--- src/rtl/pwm_pkg.sv ---
// Shared types and constants for the PWM capture block.
package pwm_pkg;

  localparam int SYNC_STAGES = 2;

  typedef enum logic [0:0] {
    ST_IDLE    = 1'b0,
    ST_MEASURE = 1'b1
  } pwm_state_e;

endpackage

--- src/rtl/pwm_edge_sync.sv ---
// Two-flop synchronizer for the PWM input plus registered rise/fall detection.
// level, rise and fall are aligned: rise/fall are high in the first cycle of the new level.
module pwm_edge_sync
  import pwm_pkg::*;
(
  input  logic clk,
  input  logic rst,
  input  logic pwm_in,
  output logic level,
  output logic rise,
  output logic fall
);

  logic [SYNC_STAGES-1:0] sync_q, sync_d;
  logic                   dly_q, dly_d;
  logic                   rise_q, rise_d;
  logic                   fall_q, fall_d;
  logic                   synced;

  always_comb begin
    sync_d = {sync_q[SYNC_STAGES-2:0], pwm_in};
    synced = sync_q[SYNC_STAGES-1];
    dly_d  = synced;
    rise_d = synced & ~dly_q;
    fall_d = ~synced & dly_q;
  end

  always_ff @(posedge clk or negedge rst) begin
    if (!rst) begin
      sync_q <= '0;
      dly_q  <= 1'b0;
      rise_q <= 1'b0;
      fall_q <= 1'b0;
    end else begin
      sync_q <= sync_d;
      dly_q  <= dly_d;
      rise_q <= rise_d;
      fall_q <= fall_d;
    end
  end

  assign level = dly_q;
  assign rise  = rise_q;
  assign fall  = fall_q;

endmodule

--- src/rtl/pwm_capture.sv ---
// PWM period / high-time capture. Optional stuck-input timeout via PWM_CAPTURE_TIMEOUT_EN.
//   state      | meaning
//   ST_IDLE    | waiting for the first rise; no reference edge yet
//   ST_MEASURE | counting since the last rise; each rise publishes a measurement
module pwm_capture
  import pwm_pkg::*;
#(
  parameter int DATA_WIDTH     = 32,
  parameter int TIMEOUT_CYCLES = 1000
) (
  input  logic                  clk,
  input  logic                  rst,
  input  logic                  pwmIn,
  output logic [DATA_WIDTH-1:0] measPeriod,
  output logic [DATA_WIDTH-1:0] measHigh,
  output logic                  measValid,
  output logic                  stuck,
  output logic                  stuckLevel
);

  localparam logic [DATA_WIDTH-1:0] CNT_MAX = '1;

  logic level, rise, fall;

  pwm_state_e            state_q, state_d;
  logic [DATA_WIDTH-1:0] period_cnt_q, period_cnt_d;
  logic [DATA_WIDTH-1:0] high_cnt_q, high_cnt_d;
  logic                  high_run_q, high_run_d;
  logic [DATA_WIDTH-1:0] meas_period_q, meas_period_d;
  logic [DATA_WIDTH-1:0] meas_high_q, meas_high_d;
  logic                  meas_valid_q, meas_valid_d;

`ifdef PWM_CAPTURE_TIMEOUT_EN
  localparam int TMO_W = $clog2(TIMEOUT_CYCLES + 1);
  localparam logic [TMO_W-1:0] TMO_LAST = TMO_W'(TIMEOUT_CYCLES - 1);

  logic [TMO_W-1:0] tmo_cnt_q, tmo_cnt_d;
  logic             stuck_q, stuck_d;
  logic             stuck_level_q, stuck_level_d;
`endif

  pwm_edge_sync u_edge_sync (
    .clk    (clk),
    .rst    (rst),
    .pwm_in (pwmIn),
    .level  (level),
    .rise   (rise),
    .fall   (fall)
  );

  always_comb begin
    state_d       = state_q;
    meas_period_d = meas_period_q;
    meas_high_d   = meas_high_q;
    meas_valid_d  = 1'b0;

    if (rise)                         period_cnt_d = DATA_WIDTH'(1);
    else if (period_cnt_q != CNT_MAX) period_cnt_d = period_cnt_q + DATA_WIDTH'(1);
    else                              period_cnt_d = period_cnt_q;

    // High time only accumulates until the first fall after the rise.
    if (rise)      high_run_d = 1'b1;
    else if (fall) high_run_d = 1'b0;
    else           high_run_d = high_run_q;

    if (rise)
      high_cnt_d = DATA_WIDTH'(1);
    else if (level && high_run_q && high_cnt_q != CNT_MAX)
      high_cnt_d = high_cnt_q + DATA_WIDTH'(1);
    else
      high_cnt_d = high_cnt_q;

    if (rise) begin
      state_d = ST_MEASURE;
      if (state_q == ST_MEASURE) begin
        meas_period_d = period_cnt_q;
        meas_high_d   = high_cnt_q;
        meas_valid_d  = 1'b1;
      end
    end

`ifdef PWM_CAPTURE_TIMEOUT_EN
    stuck_d       = 1'b0;
    stuck_level_d = stuck_level_q;
    // A rise in the same cycle as expiry takes priority and restarts the timer.
    if (rise || state_q != ST_MEASURE) begin
      tmo_cnt_d = '0;
    end else if (tmo_cnt_q == TMO_LAST) begin
      tmo_cnt_d     = '0;
      stuck_d       = 1'b1;
      stuck_level_d = level;
      state_d       = ST_IDLE;
    end else begin
      tmo_cnt_d = tmo_cnt_q + TMO_W'(1);
    end
`endif
  end

  always_ff @(posedge clk or negedge rst) begin
    if (!rst) begin
      state_q       <= ST_IDLE;
      period_cnt_q  <= '0;
      high_cnt_q    <= '0;
      high_run_q    <= 1'b0;
      meas_period_q <= '0;
      meas_high_q   <= '0;
      meas_valid_q  <= 1'b0;
    end else begin
      state_q       <= state_d;
      period_cnt_q  <= period_cnt_d;
      high_cnt_q    <= high_cnt_d;
      high_run_q    <= high_run_d;
      meas_period_q <= meas_period_d;
      meas_high_q   <= meas_high_d;
      meas_valid_q  <= meas_valid_d;
    end
  end

`ifdef PWM_CAPTURE_TIMEOUT_EN
  always_ff @(posedge clk or negedge rst) begin
    if (!rst) begin
      tmo_cnt_q     <= '0;
      stuck_q       <= 1'b0;
      stuck_level_q <= 1'b0;
    end else begin
      tmo_cnt_q     <= tmo_cnt_d;
      stuck_q       <= stuck_d;
      stuck_level_q <= stuck_level_d;
    end
  end

  assign stuck      = stuck_q;
  assign stuckLevel = stuck_level_q;
`else
  assign stuck      = 1'b0;
  assign stuckLevel = 1'b0;
`endif

  assign measPeriod = meas_period_q;
  assign measHigh   = meas_high_q;
  assign measValid  = meas_valid_q;

endmodule

--- config.mk ---
export PLATFORM = sky130hd
export DESIGN_NAME = pwm_capture
export DESIGN_NICKNAME = d
export VERILOG_FILES = /design/src/rtl/pwm_pkg.sv /design/src/rtl/pwm_edge_sync.sv /design/src/rtl/pwm_capture.sv
export SDC_FILE = /design/constraint.sdc
export NUM_CORES = 1
export LEC_CHECK = 0
export BUFFER_PORTS_ARGS = -buffer_cell sky130_fd_sc_hd__buf_2
export CAP_MARGIN = 20
export CORE_MARGIN = 1.5
export CORE_UTILIZATION = 25
export DETAILED_ROUTE_END_ITERATION = 16
export PLACE_DENSITY = 0.5
export SYNTH_ARGS = -nofsm -noshare
export SYNTH_HDL_FRONTEND = slang
export SYNTH_SLANG_ARGS = --single-unit
--- constraint.sdc ---
create_clock -name clk -period 3.7 [get_ports clk]
set_input_delay 0.37 -clock clk [delete_from_list [all_inputs] [get_ports clk]]
set_output_delay 0.37 -clock clk [all_outputs]
set_load 0.1 [all_outputs]
==> metrics <==
detailed-routing iteration count for the pre-antenna-repair pass=4; number of violations of the max-capacitance limit=0; leakage power total=3.25 nW; area of the die=25200 um^2; Netlist cell types=45; startpoint kind of the worst setup timing path=register; number of setup buffers added after CTS=0; kind of capture point of the worst setup path=register; Post-Route WL=13600 um; Fmax=approximately 380 MHz; first-pass GRT wire length=approximately 23000 um; post-route insts no fill=between 900 and 1000; Final nets=614; Starting DRT DRC Count=162; Cell Rows=56; arrival time at the worst endpoint=just under 3 ns; Vias=about 4400; Final setup viols=0; antenna violations before repair=0; proportion of synthesized chip area in sequential cells=0.561; final hold viol count=0; Setup TNS=0 ns; TritonCTS buffer count=17; combined global-route utilization of all metal layers=0.115; Die Wd=roughly 160 um; count of filler cells inserted in the layout=roughly 2500; Placed Instances=909; clock transition at the registers of the reported paths=about 0.06 ns; class of the tightest hold or removal check=input pin to async pin; clock tree from TritonCTS=yes; Antenna Violating Nets Remaining=0; Total Power=between 3 and 4 mW; RSZ-0062 raised after global routing=false; outcome=finished clean; Worst slew margin=0.364; Layout Area Growth over Synthesis=20.9%; via density per instance=about 4.7; number of warnings printed during yosys synthesis=0; Worst R2R Path Depth=6; category of the most critical setup path=register to register; clock latency at the later pin of the worst-skew pair=~0.41 ns; antenna cells=0; PostCTS Resize Cnt=0; # H-tree levels=4; setup slack after layout=1.08 ns; clock skew=approximately 0.008 ns; Worst Tran Pin Value=between 0.9 and 1 ns; via count of the first global-routing pass=4285; global placer's final weighted congestion=0.795; Port Buffer Count=67; fraction of the core area covered by cells at the end of the flow=0.310; IR drop worst, VDD=approximately 0.25 mV; final max-slew violation count=0; CP required=3.97 ns; number of instances in the synthesized netlist=roughly 540; post-synthesis register bit count=about 140; hold slack=around 0.033 ns; Die Ht=159 um; top fanout value on the critical path=15; clock period minus worst slack=2.62 ns; post-synthesis area per instance=11.2 um^2; share of the cycle needed by the critical path after routing=0.707; power density normalized to cell area=roughly 520 nW/um^2; count of pins on the block boundary=70; placeable core area=between 20000 and 25000 um^2; Non-Filler Cell Area, Final=about 7300 um^2; post-placement cell area=between 6000 and 7000 um^2; grt ovf=0; maximum number of pins on one net before global-route repair=97; initial core utilization=0.256; Place WS=roughly 1.1 ns; post-detailed-placement half-perimeter wirelength=9040 um; buffer type at the clock tree root=clkbuf_16; hold bufs inserted after CTS=0; ratio of cells with drive above 1 in the final layout=0.269; DRC viols=0; average wire length per cell after detail routing=14.5 um; clock sink count=between 100 and 150; combined area of all synthesized cells=between 6000 and 7000 um^2; maximum clock insertion buffer count=2
-- power breakdown --
group	internal, mW	total [mW]	switching, mW	leakage, nW
clock network	1.09	1.70	0.614	0.287
registers	1.56	1.62	0.0680	1.86
logic	0.0991	0.492	0.393	1.10
-- synthesized netlist by cell type, drive strengths merged --
master	n	share of area
conb	1	0.00062
mux2i	2	0.0033
mux2	57	0.11
or4	17	0.022
ha	2	0.0041
o2111ai	2	0.0029
nand2	35	0.022
o31ai	15	0.020
a211oi	1	0.0012
nor4	8	0.010
nand2b	3	0.0031
nand4	22	0.025
dfrtp	136	0.56
or3	30	0.031
and4	3	0.0043
clkbuf	17	0.011
a21o	1	0.0012
and3	1	0.0010
or2	4	0.0041
nor3	8	0.0066
xnor2	9	0.013
inv	12	0.0074
a311oi	1	0.0014
o311ai	2	0.0058
nor2	28	0.017
xor2	8	0.012
o41ai	2	0.0041
a21oi	42	0.035
buf	6	0.0089
o211ai	3	0.0037
o21ai	39	0.032
and2	1	0.0010
nor2b	4	0.0041
nand3	19	0.016
-- cell type report --
type                            instances  area (um^2)  area share
Sequential cell                       136         3400       0.464
Multi-Input combinational cell        371         2520       0.343
Clock buffer                           23          468      0.0638
Tap cell                              319          399      0.0544
Timing Repair Buffer                   71          384      0.0523
Clock inverter                          8          121      0.0165
Inverter                               12         45.0     0.00614
-- registers in the layout, summed over array words and instances, names as in the netlist, 2 cells and up --
register and cells:
high_cnt_q 32, measHigh 32, measPeriod 32, period_cnt_q 32
u_edge_sync.sync_q 2
-- placed cells by master (no fill, tap or decap), types with 4 or more instances in the layout --
cell type  instances
inv_1             12
or4_1             16
xor2_1             8
nor2_1            28
clkbuf_1           4
o21ai_1            5
nand3_1           19
nand4_1           21
nor3_1             8
clkbuf_16         17
mux2_2            56
xnor2_1            9
buf_2             66
nor2b_1            4
o21ai_0           34
dfrtp_1          135
o31ai_1           13
nand2_1           34
a21oi_1           42
nor4_1             6
or3_1             30
-- per-layer routing --
layer / routed length (um) / vias up / global-route usage
met4: 116 / 0 / 0.0312
met2: 6670 / 61 / 0.188
met5: 0 / - / 0
met3: 447 / 9 / 0.0332
li1: - / 2133 / -
met1: 6380 / 2181 / 0.149
-- worst max-delay path, stage by stage, from the launching register on --
cell and delay (ns):
dfrtp_1 0.42, nand3_1 0.20, or4_1 0.72, o311ai_4 0.57, buf_4 0.31, mux2i_1 0.19, nor2_1 0.05
-- worst paths after layout --
| path | end | startpoint | slack (ns) |
|---|---|---|---|
| worst max-delay path | high_cnt_q[1]$_DFFE_PN0P_ | high_cnt_q[23]$_DFFE_PN0P_ | 1.08 |
| max in group asynchronous | measHigh[0]$_DFFE_PN0P_ | rst | 2.93 |
| worst min register to register | u_edge_sync.sync_q[1]$_DFF_PN0_ | u_edge_sync.sync_q[0]$_DFF_PN0_ | 0.35 |
| worst min-delay path | measPeriod[12]$_DFFE_PN0P_ | rst | 0.03 |
| min in group clk | u_edge_sync.sync_q[0]$_DFF_PN0_ | pwmIn | 0.06 |
| worst max register to register | high_cnt_q[1]$_DFFE_PN0P_ | high_cnt_q[23]$_DFFE_PN0P_ | 1.08 |
-- cell families (layout without fill, tap and decap cells) --
group / Yosys count / count (layout) / synth area share
buffers and inverters: 35 / 114 / 0.0268
muxes: 59 / 59 / 0.109
and+or+nand+nor: 183 / 183 / 0.167
AOI/OAI and AO/OA: 108 / 108 / 0.107
adders and majority gates: 2 / 2 / 0.00412
xor gates and xnor gates: 17 / 17 / 0.0245
DFF: 136 / 136 / 0.561
other: 1 / 2 / 0.000618
Power figures use the tool's default switching activity.
